File: config.mk
export PLATFORM = sky130hd
export DESIGN_NAME = quad_demux4_seq
export DESIGN_NICKNAME = d
export VERILOG_FILES = /design/src/rtl/quad_demux4_seq.sv
export SDC_FILE = /design/constraint.sdc
export NUM_CORES = 1
export LEC_CHECK = 0
export ABC_CLOCK_PERIOD_IN_PS = 1600
export CAP_MARGIN = 10
export CORE_MARGIN = 2
export CORE_UTILIZATION = 44
export DETAILED_ROUTE_END_ITERATION = 7
export PLACE_DENSITY = 0.76
export SYNTH_ARGS = -nofsm -noshare
export SYNTH_HDL_FRONTEND = slang
export SYNTH_SLANG_ARGS = --single-unit
File: constraint.sdc
create_clock -name clk -period 1.6 [get_ports clk]
set_input_delay 0.24 -clock clk [delete_from_list [all_inputs] [get_ports clk]]
set_output_delay 0.24 -clock clk [all_outputs]
set_load 0.01 [all_outputs]
File: src/rtl/quad_demux4_seq.sv
// One-to-four demultiplexer with a registered 1-entry buffer per lane.
// The destination is either addressed by InS or chosen by a round-robin pointer.
module quad_demux4_seq #(
  parameter int WIDTH = 4
) (
  input  logic             clk,
  input  logic             rst_n,
  input  logic [WIDTH-1:0] InData,
  input  logic [1:0]       InS,
  input  logic             InValid,
  output logic             InReady,
  input  logic             Mode,
  output logic [WIDTH-1:0] OutA,
  output logic [WIDTH-1:0] OutB,
  output logic [WIDTH-1:0] OutC,
  output logic [WIDTH-1:0] OutD,
  output logic [3:0]       OutValid,
  input  logic [3:0]       OutReady,
  output logic [1:0]       Ptr
);

  logic [WIDTH-1:0] laneData [4];
  logic [3:0]       laneValid;
  logic [3:0]       laneDrain;
  logic [1:0]       ptrQ;
  logic [1:0]       target;
  logic             xferIn;

  always_comb begin
    target    = Mode ? ptrQ : InS;
    laneDrain = laneValid & OutReady;
    // A full target lane still accepts when it is being drained this cycle.
    InReady   = !laneValid[target] || laneDrain[target];
    xferIn    = InValid && InReady;
  end

  always_ff @(posedge clk or negedge rst_n) begin
    if (!rst_n) begin
      for (int unsigned i = 0; i < 4; i++) begin
        laneData[i] <= '0;
      end
      laneValid <= '0;
      ptrQ      <= '0;
    end else begin
      for (int unsigned i = 0; i < 4; i++) begin
        if (xferIn && (target == 2'(i))) begin
          laneData[i]  <= InData;
          laneValid[i] <= 1'b1;
        end else if (laneDrain[i]) begin
          laneValid[i] <= 1'b0;
        end
      end
      if (xferIn && Mode) begin
        ptrQ <= ptrQ + 2'd1;
      end
    end
  end

  assign OutA     = laneData[0];
  assign OutB     = laneData[1];
  assign OutC     = laneData[2];
  assign OutD     = laneData[3];
  assign OutValid = laneValid;
  assign Ptr      = ptrQ;

endmodule

==> impl_metrics.py <==
metrics = {
    "cells_and_area": {
        "seq_area_um2": 551,
        "n_fill_cell": 152,
        "layout-drive-gt1-share": 0.338,
        "layout.nets": 152,
        "multi_input_area_um2": 529,
        "stdcell_count": 164,
        "syn_to_final_growth_pct": 56.3,
        "diodes": 0,
        "post-route-cell-area_mm2": 0.00164,
    },
    "drt": {
        "avgViaCountPerCell": 5.01,
        "vias": 821,
        "drc": 0,
        "route.detailed.wl_per_inst_um": 14.9,
        "ant_nets": 0,
        "drt_wl_total_um": 2440,
        "drtPass1Iterations": 4,
        "drt_iter0_drc": 4,
    },
    "critical_path": {
        "r2r_slack_ns": 0.07,
        "cpMaxStageDelayCell": "dfrtp_1",
        "arrival_ns": 1.55,
        "cp-end-kind": "primary output",
        "cp.required_ns": 1.36,
        "worst_r2r_startpoint": "Ptr[0]",
        "worstPathMaxFanout": 2,
        "timing_worst_setup_path_type": "reg -> out",
        "reg2reg_depth": 5,
        "cpPeakStageDelay_ns": 0.41,
        "worstPathCellList": "mux2i_2, buf_4, mux2i_4, o21ai_1, buf_2",
        "cp-start-kind": "flip-flop",
        "worst_r2r_endpoint": "OutA[1]",
    },
    "status": {
        "violations": "setup timing",
        "status": "finished, violations left",
    },
    "timing": {
        "tns_ns": -0.193,
        "whs_ns": 0.262,
        "hold_viol_final": 0,
        "setup_violations": 1,
        "slew_violations": 0,
        "tightestPinTransition_ns": 0.302,
        "setup_ws_ns": -0.193,
        "rsz0062_at_grt": "true",
        "fmax_mhz": 558,
        "min_period_over_period": 1.12,
        "skew_ns": 0.00747,
        "slew_headroom": 0.796,
        "min_period_ns": 1.79,
    },
    "hold_path": {
        "hp-class": "in -> async",
    },
    "cts": {
        "clk_pin_slew_ns": 0.11,
        "hold_buffers": 0,
        "cts_tree": "yes",
        "cts.sinks": 22,
        "clock_path_buffers": 2,
        "h-tree-depth": 1,
        "numCtsBuffers": 3,
        "root_buffer": "clkbuf_4",
        "clkLatencyLatePin_ns": 0.30,
    },
    "place": {
        "placed_cells": 158,
        "dp_hpwl_um": 1870,
        "gp_congestion": 0.772,
        "dpl_cell_area_mm2": 0.00154,
        "post-place-ws_ns": -0.690,
        "port_buffers": 36,
    },
    "pwr": {
        "p_leak_nw": 0.706,
        "power_density_mw_per_mm2": 1600,
        "ir_drop_uv": 1300,
    },
    "synth": {
        "postSynthCellCount": 81,
        "ys_types": 23,
        "syn-cell-area_mm2": 0.00105,
        "ys_ff_latch": 22,
        "synth_nets": 95,
        "synth.avg_cell_area_um2": 12.9,
        "yosys_warnings": 0,
        "ys_seq_area_frac": 0.525,
    },
    "floorplan": {
        "rows": 17,
        "die_y_um": 52.8,
        "start_util": 0.469,
        "die_area_mm2": 0.00279,
        "ios": 37,
        "coreArea_mm2": 0.00223,
        "fp.dieW_um": 52.8,
    },
    "global_route": {
        "grt_usage": 0.197,
        "first_global_vias": 908,
        "grt_util_met1": 0.235,
        "antenna_found_initial": 0,
        "gr-usage-met3": 0.0257,
        "grt_pass1_wl_um": 3970,
        "top_usage_layer": "met2",
        "grt_max_degree": 23,
        "met2_usage": 0.348,
        "overflow": 0,
    },
    "job": {
        "cap_viol_max_count": 0,
    },
}
==> cell usage in the layout, fill, tap and decap left out, drive strengths merged <==
cell type | Yosys | routed
nand3 | 6 | 6
clkinvlp | 0 | 1
o21ai | 3 | 3
xnor2 | 2 | 2
mux2 | 17 | 17
mux2i | 4 | 4
buf | 2 | 19
nor2 | 1 | 1
dfrtp | 22 | 22
nand2b | 6 | 6
o32ai | 2 | 2
a211oi | 1 | 1
nand3b | 1 | 1
clkdlybuf4s50 | 0 | 32
inv | 3 | 2
nand2 | 9 | 9
o311ai | 1 | 1
dlygate4sd2 | 0 | 3
clkbuf | 0 | 3
nor3 | 1 | 1
==> worst max path at each step <==
stage | from | to | depth (start not counted)
2_1_floorplan | Ptr[1] | InReady | 4
3_3_place_gp | Mode | InReady | 6
3_5_place_dp | Mode | InReady | 6
4_1_cts | Ptr[1] | InReady | 5
5_1_grt | Ptr[1] | InReady | 5
6_report | Ptr[1] | InReady | 5
==> layer usage <==
metal,share of wire,up-vias
li1,-,397
met1,0.41,395
met2,0.54,25
met3,0.044,4
met4,0.011,0
met5,0,-
==> synthesized netlist by cell type, drive strengths merged <==
library cell | n | area [µm²]
dfrtp | 22 | 551
mux2i | 4 | 40.0
mux2 | 17 | 191
a211oi | 1 | 7.51
buf | 2 | 18.8
nor3 | 1 | 5.00
nand2b | 6 | 47.5
nand3 | 6 | 50.1
inv | 3 | 11.3
nand3b | 1 | 7.51
o21ai | 3 | 22.5
o32ai | 2 | 32.5
nor2 | 1 | 3.75
o311ai | 1 | 8.76
xnor2 | 2 | 17.5
nand2 | 9 | 33.8
==> per-stage QoR <==
stage | utilization | total power, mW
detailed placement | 0.689 | 2.29
finish | 0.734 | 2.62
global placement | 0.689 | 2.24
floorplan | - | 1.51
global route | 0.734 | 2.77
CTS | 0.710 | 2.56
==> registers in the layout (all words and copies together) (netlist names) <==
| name | flops |
|---|---|
| OutValid | 4 |
| OutC | 4 |
| OutA | 4 |
| OutD | 4 |
| Ptr | 2 |
| OutB | 4 |
==> logic make-up after synthesis <==
logic type | synth area share
buffers and inverters | 0.0286
and+or+nand+nor | 0.141
DFF | 0.525
muxes | 0.221
AOI/OAI and AO/OA | 0.0680
xor gates and xnor gates | 0.0167
==> worst max-delay path, delay by kind of cell, from the launching register on <==
family	cells	cell delay, ns
flops	1	0.41
mux	2	0.45
compound gates	1	0.08
buf+inv	2	0.32
==> final cells by class <==
class / instances / share of cell area
Tap cell: 28 / 0.0214
Timing Repair Buffer: 54 / 0.297
Sequential cell: 22 / 0.336
Inverter: 3 / 0.00916
Multi-Input combinational cell: 54 / 0.323
Clock buffer: 3 / 0.0137
==> what timing repair did <==
action / 4_1_cts / 5_1_grt
setup buffers: 3 / 1
endpoints found under the setup margin: 2 / 9
pin swaps: 0 / 3
resized for setup: 11 / 7
==> power by group <==
group / switching (mW) / leakage (nW) / internal, mW
sequential: 0.136 / 0.265 / 0.811
combinational: 0.583 / 0.427 / 0.848
clock: 0.155 / 0.0138 / 0.0878
No activity file was read; power rests on OpenSTA's default activity.
